<file path="config.mk">
export PLATFORM = sky130hd
export DESIGN_NAME = pe_line_sequencer
export DESIGN_NICKNAME = d
export VERILOG_FILES = /design/src/rtl/pe_line_sequencer.sv
export SDC_FILE = /design/constraint.sdc
export NUM_CORES = 1
export LEC_CHECK = 0
export ABC_AREA = 1
export CORE_UTILIZATION = 25
export CTS_CLUSTER_DIAMETER = 60
export DETAILED_ROUTE_END_ITERATION = 16
export SYNTH_ARGS = -nofsm -noshare
export SYNTH_HDL_FRONTEND = slang
export SYNTH_SLANG_ARGS = --single-unit
</file>
<file path="constraint.sdc">
create_clock -name clock -period 2.1 [get_ports clock]
set_input_delay 0.315 -clock clock [delete_from_list [all_inputs] [get_ports clock]]
set_output_delay 0.315 -clock clock [all_outputs]
set_load 0.1 [all_outputs]
</file>
<file path="src/rtl/pe_line_sequencer.sv">
// Per-line scheduler for the priority-evaluation stage. For every pixel column
// it walks a slot of NUM_LAYERS + READ_LAT phases: one address strobe per layer,
// the matching data-capture strobe READ_LAT cycles later, and a final commit
// phase that also clears the accumulators. One scanline runs per start request.
module pe_line_sequencer #(
  parameter int unsigned NUM_LAYERS  = 2,
  parameter int unsigned READ_LAT    = 2,
  parameter int unsigned LINE_WIDTH  = 240,
  parameter int unsigned START_DELAY = 3,
  parameter int unsigned COL_W       = 8
) (
  input  logic                  clock,
  input  logic                  reset_n,
  input  logic                  start,
  input  logic                  stall,
  output logic                  clear,
  output logic [COL_W-1:0]      col,
  output logic [NUM_LAYERS-1:0] send_address,
  output logic [NUM_LAYERS-1:0] read_data,
  output logic                  pixel_commit,
  output logic                  busy,
  output logic                  line_done
);

  localparam int unsigned Slot  = NUM_LAYERS + READ_LAT;
  // Slot is at least 2, so the phase counter always needs at least one bit.
  localparam int unsigned PhW   = $clog2(Slot);
  localparam int unsigned WarmW = (START_DELAY > 1) ? $clog2(START_DELAY) : 1;

  localparam logic [PhW-1:0]   PhLast   = PhW'(Slot - 1);
  localparam logic [WarmW-1:0] WarmLast = WarmW'(START_DELAY - 1);
  localparam logic [COL_W-1:0] ColLast  = COL_W'(LINE_WIDTH - 1);

  typedef enum logic [1:0] {
    StIdle,
    StWarmup,
    StRun,
    StDone
  } state_e;

  state_e           state_q, state_d;
  logic [PhW-1:0]   phase_q, phase_d;
  logic [WarmW-1:0] warm_q, warm_d;
  logic [COL_W-1:0] col_q, col_d;

  // A pixel phase only takes effect in RUN when the pipeline is not stalled.
  logic run_active;
  assign run_active = (state_q == StRun) && !stall;

  // Next-state logic: warm-up countdown, phase walk, column step and line end.
  always_comb begin
    state_d = state_q;
    phase_d = phase_q;
    warm_d  = warm_q;
    col_d   = col_q;
    unique case (state_q)
      StIdle: begin
        if (start) begin
          state_d = StWarmup;
          warm_d  = '0;
          col_d   = '0;
          phase_d = '0;
        end
      end
      StWarmup: begin
        if (warm_q == WarmLast) begin
          state_d = StRun;
          phase_d = '0;
        end else begin
          warm_d = warm_q + WarmW'(1);
        end
      end
      StRun: begin
        if (!stall) begin
          if (phase_q == PhLast) begin
            phase_d = '0;
            if (col_q == ColLast) begin
              col_d   = '0;
              state_d = StDone;
            end else begin
              col_d = col_q + COL_W'(1);
            end
          end else begin
            phase_d = phase_q + PhW'(1);
          end
        end
      end
      StDone: begin
        // start is deliberately not sampled here; the requester re-asserts.
        state_d = StIdle;
      end
      default: begin
        state_d = StIdle;
      end
    endcase
  end

  // Sequencer state registers; reset aborts a line without a done pulse.
  always_ff @(posedge clock or negedge reset_n) begin
    if (!reset_n) begin
      state_q <= StIdle;
      phase_q <= '0;
      warm_q  <= '0;
      col_q   <= '0;
    end else begin
      state_q <= state_d;
      phase_q <= phase_d;
      warm_q  <= warm_d;
      col_q   <= col_d;
    end
  end

  // Output decode from registered state; stall gates every RUN strobe.
  always_comb begin
    send_address = '0;
    read_data    = '0;
    for (int i = 0; i < int'(NUM_LAYERS); i++) begin
      send_address[i] = run_active && (phase_q == PhW'(i));
      read_data[i]    = run_active && (phase_q == PhW'(i + int'(READ_LAT)));
    end
    pixel_commit = run_active && (phase_q == PhLast);
    clear        = (state_q == StWarmup) || pixel_commit;
    busy         = (state_q == StWarmup) || (state_q == StRun);
    line_done    = (state_q == StDone);
    col          = col_q;
  end

endmodule

</file>
==> results of run 1 <==
flip-flops by register name, indices dropped and copies added (netlist names):
register	count
col	8
phase_q	2
state_q	2
warm_q	2
logic make-up after synthesis:
family          count (synthesis)  synth area share
buf+inv                        26             0.121
flops                          14             0.363
fa+ha+maj                      11             0.143
simple gates                   69             0.303
compound gates                 12            0.0700
per-layer routing:
metal | part of all wire | track usage | wire, um | up-vias
met5 | 0 | 0 | 0 | -
li1 | - | - | - | 451
met1 | 0.47 | 0.130 | 859 | 376
met3 | 0.049 | 0.0375 | 89 | 5
met2 | 0.46 | 0.182 | 837 | 19
met4 | 0.018 | 0.0417 | 32 | 0
power groups by stage:
stage	combinational (uW)	sequential [uW]	clock, uW
final	1330	402	208
after global routing	1460	416	229
after CTS	1340	404	215
after detailed placement	1330	408	0
after global placement	1330	406	0
after floorplan	910	499	0
worst max-delay path by stage:
| stage | to | slack, ns |
|---|---|---|
| after global placement | col[7] | 0.33 |
| after detailed placement | col[7] | 0.30 |
| after floorplan | clear | -0.07 |
| after global routing | pixel_commit | 0.003 |
| final | pixel_commit | 0.12 |
| after CTS | pixel_commit | 0.10 |
worst max-delay path, stage by stage, from the launching register on:
cell and delay [ns]:
dfrtp_1 0.42, inv_2 0.11, ha_4 0.20, inv_2 0.05
or2_4 0.29, nor2_4 0.17, buf_12 0.19
synthesized netlist by cell type:
library cell	number
nand2_1	34
inv_1	22
nor2_1	15
dfrtp_1	14
nand3_1	13
ha_1	11
o21ai_0	5
a21oi_1	4
buf_6	2
nand4_1	2
or2_2	2
a21boi_0	1
a21oi_2	1
buf_4	1
inv_2	1
nand3b_1	1
nor2_2	1
nor3_1	1
o22ai_1	1
final cells by class:
| cell class | count | area share |
|---|---|---|
| timing repair buffer | 20 | 0.194 |
| multi-input combinational | 92 | 0.401 |
| tap | 48 | 0.0452 |
| clock buffer | 3 | 0.0311 |
| inverter | 23 | 0.0650 |
| sequential | 14 | 0.264 |
metrics by stage:
step            util  setup TNS [ns]
2_1_floorplan      -          -0.223
3_3_place_gp   0.349               0
3_5_place_dp   0.349               0
4_1_cts        0.360               0
5_1_grt        0.360               0
6_report       0.360               0
==> results.sh, run 1 <==
export IMPL_ys_types=19
export IMPL_fin_ws_ns=0.115
export IMPL_worstReg2RegStart="state_q[1]"
export IMPL_hold_buffers=0
export IMPL_cts_resized=0
export IMPL_post_drt_wl_per_cell_um=9.10
export IMPL_hpwl_mm=1.49
export IMPL_status="finished clean"
export IMPL_drtIter0Drc=29
export IMPL_syn_nets=147
export IMPL_fin_nets=169
export IMPL_avgSynthCellArea_um2=7.31
export IMPL_startpoint="state_q[0]"
export IMPL_cts_tree="built"
export IMPL_ys_ff_latch=14
export IMPL_diodes=0
export IMPL_ios=20
export IMPL_final_common_cell="nand2_1"
export IMPL_die_area_um2=4110
export IMPL_syn_area_um2=965
export IMPL_slew_headroom=0.595
export IMPL_crit_fanout=10
export IMPL_pwr_share_clk=0.107
export IMPL_place_area_um2=1290
export IMPL_fmax_mhz=504
export IMPL_final_cells=200
export IMPL_hold_violations=0
export IMPL_leakagePower_uw=0.000665
export IMPL_grt_first_pass_wirelength_mm=3.49
export IMPL_period_needed_ns=1.98
export IMPL_fill_cells=407
export IMPL_layout_common_cells="nand2_1, inv_1, dfrtp_1"
export IMPL_synthCells=132
export IMPL_clk_latency_ns=0.24
export IMPL_initial_core_util=0.262
export IMPL_core_um2=3690
export IMPL_antenna_left=0
export IMPL_multi_input_area_um2=532
export IMPL_grt_overflow_total=0
export IMPL_startpoint_type="flop"
export IMPL_vias=851
export IMPL_pre_cts_ws_ns=0.303
export IMPL_grt_start_max_net_pins=15
export IMPL_synth_area_leaders="dfrtp_1, ha_1, nand2_1"
export IMPL_r2r_slack_ns=0.34
export IMPL_viasPerCell=4.26
export IMPL_combPwrFrac=0.685
export IMPL_synth_top_cell_area_share=0.363
export IMPL_placement_io_buffers=19
export IMPL_routed_wl_mm=1.82
export IMPL_end_kind="primary output"
export IMPL_p_sw_frac=0.542
export IMPL_chipWidth_um=64.1
export IMPL_rsz0062_at_grt="no"
export IMPL_htreeDepth=1
export IMPL_grt_pass1_vias=810
export IMPL_critPathKind="reg2out"
export IMPL_timing_max_cap_violations=0
export IMPL_drive_gt1_frac=0.211
export IMPL_required_ns=1.78
export IMPL_worst_slew_pin_slew_ns=0.606
export IMPL_skew_ns=0.000513
export IMPL_drc=0
export IMPL_hold_class="in2async"
export IMPL_grt_antenna_before_repair=0
export IMPL_ys_seq_area_frac=0.363
export IMPL_finalWeightedCongestion=0.782
export IMPL_post_cts_buffers=0
export IMPL_seqPwrFrac=0.207
export IMPL_fp_row_count=22
export IMPL_ir_worst_vdd_uv=991
export IMPL_setup_viol=0
export IMPL_min_period_over_period=0.945
export IMPL_cts_root_buf="clkbuf_8"
export IMPL_yosysTopAreaCell="dfrtp_1"
export IMPL_p_int_uw=888
export IMPL_maxSlewViolCount=0
export IMPL_area_growth_pct=37.6
export IMPL_clockBufferDepth=2
export IMPL_clkTransAtPathRegs_ns=0.05
export IMPL_die_height_um=64.1
export IMPL_worstRegToRegCells=9
export IMPL_cp_arrival_ns=1.67
export IMPL_grt_usage=0.110
export IMPL_cellPowerDensity_nw_per_um2=1460
export IMPL_cts_buffers=3
export IMPL_worstReg2RegEnd="col[7]"
export IMPL_drt_pass1_iterations=4
export IMPL_power_uw=1940
export IMPL_fin_area_um2=1330
export IMPL_yosys_warnings=0
export IMPL_clock_sinks=14
export IMPL_dp_cells=197
export IMPL_p_sw_uw=1050
export IMPL_hold_ws_ns=0.460
export IMPL_seqCellArea_um2=350
(Power assumes the default switching activity.)
==> inputs of run 2 (changes only) <==
--- a/config.mk
+++ b/config.mk
@@ -6,9 +6,12 @@
 export NUM_CORES = 1
 export LEC_CHECK = 0
 export ABC_AREA = 1
+export CELL_PAD_IN_SITES_DETAIL_PLACEMENT = 0
+export CELL_PAD_IN_SITES_GLOBAL_PLACEMENT = 1
 export CORE_UTILIZATION = 25
 export CTS_CLUSTER_DIAMETER = 60
 export DETAILED_ROUTE_END_ITERATION = 16
+export PLACE_DENSITY_LB_ADDON = 0.1
 export SYNTH_ARGS = -nofsm -noshare
 export SYNTH_HDL_FRONTEND = slang
 export SYNTH_SLANG_ARGS = --single-unit
==> constraint.sdc (replaced) <==
create_clock -name clock -period 2.55 [get_ports clock]
set_input_delay 0.3825 -clock clock [delete_from_list [all_inputs] [get_ports clock]]
set_output_delay 0.3825 -clock clock [all_outputs]
set_load 0.1 [all_outputs]
==> results.sh, run 2 (synthesized netlist as in run 1, its figures left out) <==
export IMPL_tns_ns=0
export IMPL_cts_tree="built"
export IMPL_drc=0
export IMPL_die_height_um=64.1
export IMPL_clock_sinks=14
export IMPL_timing_max_cap_violations=0
export IMPL_required_ns=2.17
export IMPL_min_from="state_q[1]"
export IMPL_cts_root_buf="clkbuf_8"
export IMPL_power_uw=1560
export IMPL_clk_latency_ns=0.24
export IMPL_viasPerCell=4.23
export IMPL_post_drt_wl_per_cell_um=10.5
export IMPL_cts_resized=0
export IMPL_cp_arrival_ns=1.98
export IMPL_layout_common_cells="nand2_1, inv_1, nor2_1, dfrtp_1, nand3_1"
export IMPL_hold_class="reg2reg"
export IMPL_grt_usage=0.119
export IMPL_worstReg2RegStart="state_q[0]"
export IMPL_post_cts_buffers=0
export IMPL_min_period_over_period=0.926
export IMPL_final_common_cell="nand2_1"
export IMPL_min_delay_path_depth=2
export IMPL_pre_cts_ws_ns=0.444
export IMPL_diodes=0
export IMPL_grt_pass1_vias=851
export IMPL_ir_worst_vdd_uv=953
export IMPL_hpwl_mm=1.66
export IMPL_finalCoreUtilization=0.349
export IMPL_grt_antenna_before_repair=0
export IMPL_fin_nets=169
export IMPL_drt_pass1_iterations=4
export IMPL_ios=20
export IMPL_critPathKind="reg2out"
export IMPL_leakagePower_uw=0.000664
export IMPL_status="finished clean"
export IMPL_crit_fanout=10
export IMPL_finalWeightedCongestion=0.721
export IMPL_initial_core_util=0.262
export IMPL_grt_overflow_total=0
export IMPL_fin_ws_ns=0.190
export IMPL_fp_row_count=22
export IMPL_skew_ns=0.000732
export IMPL_period_needed_ns=2.36
export IMPL_fill_cells=420
export IMPL_grt_start_max_net_pins=15
export IMPL_drtIter0Drc=28
export IMPL_antenna_left=0
export IMPL_maxSlewViolCount=0
export IMPL_hold_violations=0
export IMPL_area_growth_pct=33.6
export IMPL_chipWidth_um=64.1
export IMPL_htreeDepth=1
export IMPL_placement_io_buffers=19
export IMPL_hold_end="state_q[1]"
export IMPL_vias=851
export IMPL_worst_slew_pin_slew_ns=0.674
export IMPL_fmax_mhz=424
export IMPL_routed_wl_mm=2.12
export IMPL_worstRegToRegCells=10
export IMPL_clkTransAtPathRegs_ns=0.06
export IMPL_hold_buffers=0
export IMPL_cellPowerDensity_nw_per_um2=1210
export IMPL_slew_headroom=0.549
export IMPL_end_kind="primary output"
export IMPL_setup_viol=0
export IMPL_r2r_slack_ns=0.64
export IMPL_cts_buffers=3
export IMPL_startpoint_type="flop"
export IMPL_core_um2=3690
export IMPL_grt_first_pass_wirelength_mm=3.72
export IMPL_drive_gt1_frac=0.183
export IMPL_rsz0062_at_grt="no"
export IMPL_largest_reg_flops=8
export IMPL_die_area_um2=4110
export IMPL_worstReg2RegEnd="col[7]"
export IMPL_clockBufferDepth=2
==> run 2: changes by cell type in the layout (fill, tap and decap cells not counted), sizes merged <==
cell	previous run	this run
clkbuf	3	4
==> run 2: critical path, cell delays in order, from the launching register on <==
cell     delay [ns]
dfrtp_1        0.41
inv_1          0.12
ha_1           0.38
inv_2          0.05
or2_2          0.34
nor2_2         0.22
buf_12         0.21
==> run 2: power breakdown <==
group,leakage (uW),switching (uW),total [uW],internal [uW]
sequential,0.000189,49.0,324,275
combinational,0.000447,731,1010,282
clock,0.0000288,81.8,219,137
total,0.000664,862,1560,695
==> run 2: area by class of cell <==
type	instances	area (um2)	area share
clock buffers	4	55.1	0.0427
inverters	23	86.3	0.0670
multi-input cells	92	504	0.391
flip-flops and latches	14	350	0.272
well taps	48	60.1	0.0466
repair buffers	20	233	0.181
==> run 2: worst max-delay path by stage <==
stage | start | endpoint | slack (ns) | depth (start not counted)
4_1_cts | state_q[0] | read_data[1] | 0.17 | 6
5_1_grt | state_q[0] | read_data[1] | 0.06 | 6
3_3_place_gp | state_q[0] | pixel_commit | 0.51 | 6
6_report | state_q[0] | read_data[1] | 0.19 | 6
3_5_place_dp | state_q[0] | read_data[1] | 0.44 | 6
2_1_floorplan | state_q[0] | read_data[0] | -0.21 | 6
==> run 2: per-layer routing <==
metal / share of wire / GRT usage
met3: 0.043 / 0.0375
met5: 0 / 0
met4: 0.0090 / 0.0333
met2: 0.49 / 0.202
met1: 0.46 / 0.144
==> run 2: metrics by stage <==
step | instances | cell area, um2 | hold slack [ns]
floorplan | 132 | 971 | 0.0869
global placement | 197 | 1230 | 0.514
detailed placement | 197 | 1230 | 0.527
CTS | 201 | 1290 | 0.541
global route | 201 | 1290 | 0.576
finish | 201 | 1290 | 0.535
